$ cat src/rtl/uart_pkg.sv
// uart_pkg: types, constants and helpers shared by the UART receive and
// transmit paths.
//   rx_state_e         - receiver frame-sequencing states
//   DEFAULT_OVERSAMPLE - oversample ticks per bit period
//   MAX_DATA_BITS      - widest word the parity helper accepts
//   odd_parity()       - parity bit that makes the data plus parity XOR to 1
package uart_pkg;

  typedef enum logic [2:0] {
    IDLE,
    START,
    DATA,
    PARITY,
    STOP,
    BREAK
  } rx_state_e;

  localparam int DEFAULT_OVERSAMPLE = 16;
  localparam int MAX_DATA_BITS      = 16;

  // Callers zero-extend narrower words. Zero bits do not change an XOR
  // reduction, so one width serves every frame size.
  function automatic logic odd_parity(input logic [MAX_DATA_BITS-1:0] data);
    return ~^data;
  endfunction

endpackage

$ cat src/rtl/uart_sync.sv
// uart_sync: two-flop synchronizer for a single asynchronous input.
//   clk   - destination clock
//   reset - asynchronous active-low reset; both flops load RESET_VAL
//   i_d   - asynchronous input
//   o_q   - synchronized output, two clk of latency
// For idle-high serial lines, RESET_VAL=1 so that reset release does not
// look like a falling edge.
module uart_sync #(
  parameter logic RESET_VAL = 1'b1
) (
  input  logic clk,
  input  logic reset,
  input  logic i_d,
  output logic o_q
);

  logic r_meta;
  logic r_sync;

  always_ff @(posedge clk or negedge reset) begin
    if (!reset) begin
      r_meta <= RESET_VAL;
      r_sync <= RESET_VAL;
    end else begin
      r_meta <= i_d;
      r_sync <= r_meta;
    end
  end

  assign o_q = r_sync;

endmodule

$ cat src/rtl/uart_rx.sv
// uart_rx: oversampling UART receiver.
// Frame format: 1 start bit, then DATA_BITS data bits LSB first, then an
// optional odd-parity bit, then 1 stop bit.
//   clk           - system clock
//   reset         - asynchronous active-low reset
//   os_tick       - one-clk pulse at OVERSAMPLE x baud
//   parity_enable - frame carries odd parity (latched at start detect)
//   rx_pin        - asynchronous serial line, idle high
//   rx_data       - last received word, held until next rx_valid
//   rx_valid      - one-clk strobe when rx_data and the error flags update
//   parity_error  - parity mismatch on last frame
//   framing_error - stop bit sampled low on last frame
//   rx_busy       - high while a frame (or a held-low break) is in progress
module uart_rx
  import uart_pkg::*;
#(
  parameter int DATA_BITS  = 8,
  parameter int OVERSAMPLE = DEFAULT_OVERSAMPLE
) (
  input  logic                 clk,
  input  logic                 reset,
  input  logic                 os_tick,
  input  logic                 parity_enable,
  input  logic                 rx_pin,
  output logic [DATA_BITS-1:0] rx_data,
  output logic                 rx_valid,
  output logic                 parity_error,
  output logic                 framing_error,
  output logic                 rx_busy
);

  localparam int CNT_W = $clog2(OVERSAMPLE);
  localparam int IDX_W = $clog2(DATA_BITS + 1);
  localparam logic [CNT_W-1:0] CNT_MID  = CNT_W'(OVERSAMPLE / 2 - 1);
  localparam logic [CNT_W-1:0] CNT_LAST = CNT_W'(OVERSAMPLE - 1);
  localparam logic [IDX_W-1:0] IDX_LAST = IDX_W'(DATA_BITS - 1);

  logic w_rx_s;

  uart_sync #(.RESET_VAL(1'b1)) u_sync (
    .clk   (clk),
    .reset (reset),
    .i_d   (rx_pin),
    .o_q   (w_rx_s)
  );

  rx_state_e            r_state,         w_state_next;
  logic [CNT_W-1:0]     r_cnt,           w_cnt_next;
  logic [IDX_W-1:0]     r_bit_idx,       w_bit_idx_next;
  logic [DATA_BITS-1:0] r_shift,         w_shift_next;
  logic                 r_par_en,        w_par_en_next;
  logic                 r_perr,          w_perr_next;
  logic [DATA_BITS-1:0] r_rx_data,       w_rx_data_next;
  logic                 r_rx_valid,      w_rx_valid_next;
  logic                 r_parity_error,  w_parity_error_next;
  logic                 r_framing_error, w_framing_error_next;

  always_ff @(posedge clk or negedge reset) begin
    if (!reset) begin
      r_state         <= IDLE;
      r_cnt           <= '0;
      r_bit_idx       <= '0;
      r_shift         <= '0;
      r_par_en        <= 1'b0;
      r_perr          <= 1'b0;
      r_rx_data       <= '0;
      r_rx_valid      <= 1'b0;
      r_parity_error  <= 1'b0;
      r_framing_error <= 1'b0;
    end else begin
      r_state         <= w_state_next;
      r_cnt           <= w_cnt_next;
      r_bit_idx       <= w_bit_idx_next;
      r_shift         <= w_shift_next;
      r_par_en        <= w_par_en_next;
      r_perr          <= w_perr_next;
      r_rx_data       <= w_rx_data_next;
      r_rx_valid      <= w_rx_valid_next;
      r_parity_error  <= w_parity_error_next;
      r_framing_error <= w_framing_error_next;
    end
  end

  always_comb begin
    w_state_next         = r_state;
    w_cnt_next           = r_cnt;
    w_bit_idx_next       = r_bit_idx;
    w_shift_next         = r_shift;
    w_par_en_next        = r_par_en;
    w_perr_next          = r_perr;
    w_rx_data_next       = r_rx_data;
    w_rx_valid_next      = 1'b0;
    w_parity_error_next  = r_parity_error;
    w_framing_error_next = r_framing_error;

    if (os_tick) begin
      // The counter free-runs and wraps on every tick in all active states.
      // After the mid-start realignment, each wrap lands in the middle of a bit.
      w_cnt_next = r_cnt + 1'b1;
      case (r_state)
        IDLE: begin
          w_cnt_next = '0;
          if (!w_rx_s) begin
            w_state_next  = START;
            w_par_en_next = parity_enable;
          end
        end
        START: begin
          if (r_cnt == CNT_MID) begin
            if (w_rx_s) begin
              w_state_next = IDLE;  // too short to be a start bit
            end else begin
              w_cnt_next     = '0;
              w_bit_idx_next = '0;
              w_state_next   = DATA;
            end
          end
        end
        DATA: begin
          if (r_cnt == CNT_LAST) begin
            // Right shift: after DATA_BITS samples the first bit sits at [0].
            w_shift_next   = {w_rx_s, r_shift[DATA_BITS-1:1]};
            w_bit_idx_next = r_bit_idx + 1'b1;
            if (r_bit_idx == IDX_LAST) begin
              w_state_next = r_par_en ? PARITY : STOP;
            end
          end
        end
        PARITY: begin
          if (r_cnt == CNT_LAST) begin
            w_perr_next  = (w_rx_s != odd_parity(MAX_DATA_BITS'(r_shift)));
            w_state_next = STOP;
          end
        end
        STOP: begin
          if (r_cnt == CNT_LAST) begin
            w_rx_data_next       = r_shift;
            w_parity_error_next  = r_par_en & r_perr;
            w_framing_error_next = ~w_rx_s;
            w_rx_valid_next      = 1'b1;
            // A low stop bit means the line may be held in break. In that
            // case, wait for it to go high before looking for a new start.
            w_state_next = w_rx_s ? IDLE : BREAK;
          end
        end
        BREAK: begin
          if (w_rx_s) begin
            w_state_next = IDLE;
          end
        end
        default: begin
          w_state_next = IDLE;
        end
      endcase
    end
  end

  assign rx_data       = r_rx_data;
  assign rx_valid      = r_rx_valid;
  assign parity_error  = r_parity_error;
  assign framing_error = r_framing_error;
  assign rx_busy       = (r_state != IDLE);

endmodule

$ cat config.mk
export PLATFORM = sky130hd
export DESIGN_NAME = uart_rx
export DESIGN_NICKNAME = d
export VERILOG_FILES = /design/src/rtl/uart_pkg.sv /design/src/rtl/uart_sync.sv /design/src/rtl/uart_rx.sv
export SDC_FILE = /design/constraint.sdc
export NUM_CORES = 1
export LEC_CHECK = 0
export CAP_MARGIN = 20
export CORE_AREA = 2 2 65 55
export CTS_BUF_LIST = sky130_fd_sc_hd__clkbuf_8 sky130_fd_sc_hd__clkbuf_16
export DETAILED_ROUTE_END_ITERATION = 10
export DIE_AREA = 0 0 67 57
export GPL_ROUTABILITY_DRIVEN = 0
export PLACE_DENSITY = 0.85
export SLEW_MARGIN = 25
export SYNTH_ARGS = -nofsm -noshare
export SYNTH_HDL_FRONTEND = slang
export SYNTH_SLANG_ARGS = --single-unit
$ cat constraint.sdc
create_clock -name clk -period 2.4 [get_ports clk]
set_input_delay 0.6 -clock clk [delete_from_list [all_inputs] [get_ports clk]]
set_output_delay 0.6 -clock clk [all_outputs]
set_load 0.02 [all_outputs]
==> impl_metrics.csv <==
group,metric,value,unit
status,status,"finished clean",
synth,seq_area_frac_synth,0.512,
critical_path,critical-path-top-delay-family,"buffers and inverters",
synth,synth-edff-count,0,
timing,post-route-period-util,0.960,
timing,fin_crit,2.30,ns
cells_and_area,area_delta_synth_final,19.5,%
timing,hold_viol,0,
placement,place_area,1890,um^2
route,dr.first_iter.drc_count,130,
timing,fin_worst_skew,0.00368,ns
synth,ys.flop_type,"dfrtp_1",
cts,postCtsSetupBuffers,0,
route,drcViolationCount,0,
global_routing,grt_pass1_wl,5.05,mm
synth,avgSynthCellArea,12.1,um^2
timing,fmax,434,MHz
critical_path,cp.arrival,1.70,ns
synth,syn_nets,145,
cts,ctsHoldBuffers,0,
synth,synth_cell_type_count,41,
global_routing,antenna_found_initial,0,
critical_path,cp-start-kind,"flip-flop",
synth,synth_top_area_share,0.481,
power,powerDensity,888,nW/um^2
synth,synth-seq-cells,34,
timing,worstMarginPinSlew,0.487,ns
cells_and_area,final_nets,168,
critical_path,r2r_start,"r_cnt[0]",
critical_path,worstSetupPathType,"flip-flop to primary output",
timing,finalSetupViolCount,0,
critical_path,crit_buf_inv,2,
global_routing,overflow,0,
cts,clk_pin_slew,0.07,ns
floorplan,coreArea,3230,um^2
timing,relSlewSlack,0.674,
power,ir_drop,0.505,mV
cells_and_area,stdcell_area,1990,um^2
timing,drv_slew,0,
floorplan,start_util,0.515,
floorplan,dieWidth,67,um
route,drt-wirelength-per-cell,14.7,um
synth,synthCells,138,
critical_path,cpMaxStageDelayCell,"clkdlybuf4s50_1",
route,dr_total_vias,1146,
synth,synth_area,1670,um^2
synth,yosysWarnings,0,
global_routing,grt_max_degree,35,
synth,synth_common_cells,"dfrtp_1 (32), nand2_1 (11), mux2_2 (10)",
global_routing,grt_pass1_vias,1198,
flow_run,cap_viol_max_count,0,
cells_and_area,fin_cells,204,
critical_path,cp_data_required_time,1.80,ns
cells_and_area,n_antenna_cell,0,
route,via_per_inst,5.62,
timing,finalSetupTns,0,ns
critical_path,critical_path.max_fanout,11,
cells_and_area,final.fill_count,263,
cts,htree_levels,2,
route,ant_nets,0,
cts,numCtsBuffers,5,
timing,rsz0062_at_grt,"false",
min_path,hold_class,"flip-flop to flip-flop",
floorplan,pin_count,17,
synth,async_flop_share,1.00,
global_routing,grt_use_total,0.178,
synth,synth.area.top_cells,"dfrtp_1 (48%), mux2_2 (6.8%), mux2_4 (6.3%)",
placement,portBuffers,16,
synth,synth_top_cell_by_area,"dfrtp_1",
cts,ctsRootBufferMaster,"clkbuf_8",
cells_and_area,drive_gt1_frac,0.284,
route,dr.pass1.iters,4,
placement,place_inst,196,
cts,ctsResizeCount,0,
critical_path,crit_chain,"nor3_2 > inv_1 > clkdlybuf4s50_1",
critical_path,critPathMaxStageDelay,0.61,ns
power,p_leak,0.000913,uW
route,routed_wl,3.00,mm
cts,cts_tree,"yes",
floorplan,num_rows,19,
cts,clkSinkCount,34,
critical_path,end_kind,"primary output",
placement,dp_hpwl,2.11,mm
synth,synth_most_common_cell,"dfrtp_1",
min_path,hold_start,"u_sync.r_meta",
floorplan,die_area,3820,um^2
critical_path,crit_start,"r_state[0]",
cts,clockBufferDepth,2,
floorplan,dieHeight,57,um
cts,clock_latency,0.29,ns
[per-layer routing]
| metal | wire length, um | part of all wire | global-route usage | vias to the layer above |
|---|---|---|---|---|
| li1 | - | - | - | 537 |
| met1 | 1330 | 0.44 | 0.216 | 568 |
| met2 | 1470 | 0.49 | 0.291 | 31 |
| met3 | 150 | 0.050 | 0.0473 | 10 |
| met4 | 51 | 0.017 | 0.0933 | 0 |
| met5 | 0 | 0 | 0 | - |
[cells in the final DEF, fill, tap and decap left out, types with 2 or more instances in the layout]
cell,count
or3b_2,2
mux2_2,10
nand3b_1,2
xor2_1,2
ha_1,2
nand2_1,10
dfrtp_1,32
inv_1,6
clkbuf_8,6
buf_4,6
o21ai_0,9
xnor2_1,6
clkdlybuf4s50_1,16
nand3_1,7
o22ai_1,3
dfstp_2,2
a21bo_2,2
o31ai_1,3
nor2_1,2
a21oi_1,4
a31oi_1,2
mux2_4,7
[cell families (layout without fill, tap and decap cells)]
kind of cell             after synthesis  after routing  synth area share
multiplexers                          18             18             0.137
AND/OR/NAND/NOR                       36             36             0.140
buffers and inverters                 13             37            0.0376
flip-flops                            34             34             0.512
adder cells (fa/ha/maj)                2              2            0.0150
AO/OA/AOI/OAI                         27             27             0.116
XOR/XNOR                               8              8            0.0421
[state kept, by name, indices dropped and copies added (netlist names)]
| name | flops |
|---|---|
| framing_error | 1 |
| rx_data | 8 |
| r_bit_idx | 4 |
| r_perr | 1 |
| r_cnt | 4 |
| r_par_en | 1 |
| r_shift | 8 |
| u_sync.r_meta | 1 |
| rx_valid | 1 |
| u_sync.o_q | 1 |
| parity_error | 1 |
| r_state | 3 |
[final cells by class]
| cell class | instances | area [um^2] | area share |
|---|---|---|---|
| sequential | 34 | 853 | 0.429 |
| multi-input combinational | 91 | 757 | 0.381 |
| timing repair buffer | 22 | 205 | 0.103 |
| clock buffer | 6 | 82.6 | 0.0415 |
| tap | 42 | 52.6 | 0.0264 |
| inverter | 7 | 26.3 | 0.0132 |
| clock inverter | 2 | 12.5 | 0.00629 |
[power by group]
group | total (uW) | switching [uW] | leakage [uW] | internal, uW
registers | 773 | 113 | 0.000454 | 660
clock network | 440 | 210 | 0.0000472 | 230
logic | 553 | 299 | 0.000412 | 254
[worst paths after layout]
check	endpoint	slack, ns	cells after the start
worst max-delay path	rx_busy	0.1	3
worst min-delay path	u_sync.o_q	0.36	0
min in group asynchronous	rx_valid	0.71	2
worst min register to register	u_sync.o_q	0.36	0
worst max register to register	r_shift[7]	0.19	6
max in group asynchronous	u_sync.r_meta	1.35	2
[metrics by stage]
stage	hold slack, ns	power [uW]	utilization	worst slack [ns]
floorplan	0.304	1170	-	0.436
finish	0.357	1770	0.615	0.0952
global placement	0.348	1280	0.584	0.151
global route	0.366	1870	0.615	0.0273
detailed placement	0.348	1320	0.584	0.0131
CTS	0.358	1760	0.613	0.0166
[worst register-to-register path, stage by stage (launching register included)]
cell	delay, ns
dfrtp_1	0.41
ha_1	0.26
and3b_1	0.23
o41ai_4	0.42
nor2_2	0.12
nand2_2	0.29
mux2_2	0.38
Note: power is estimated with default switching activity, not from simulation.
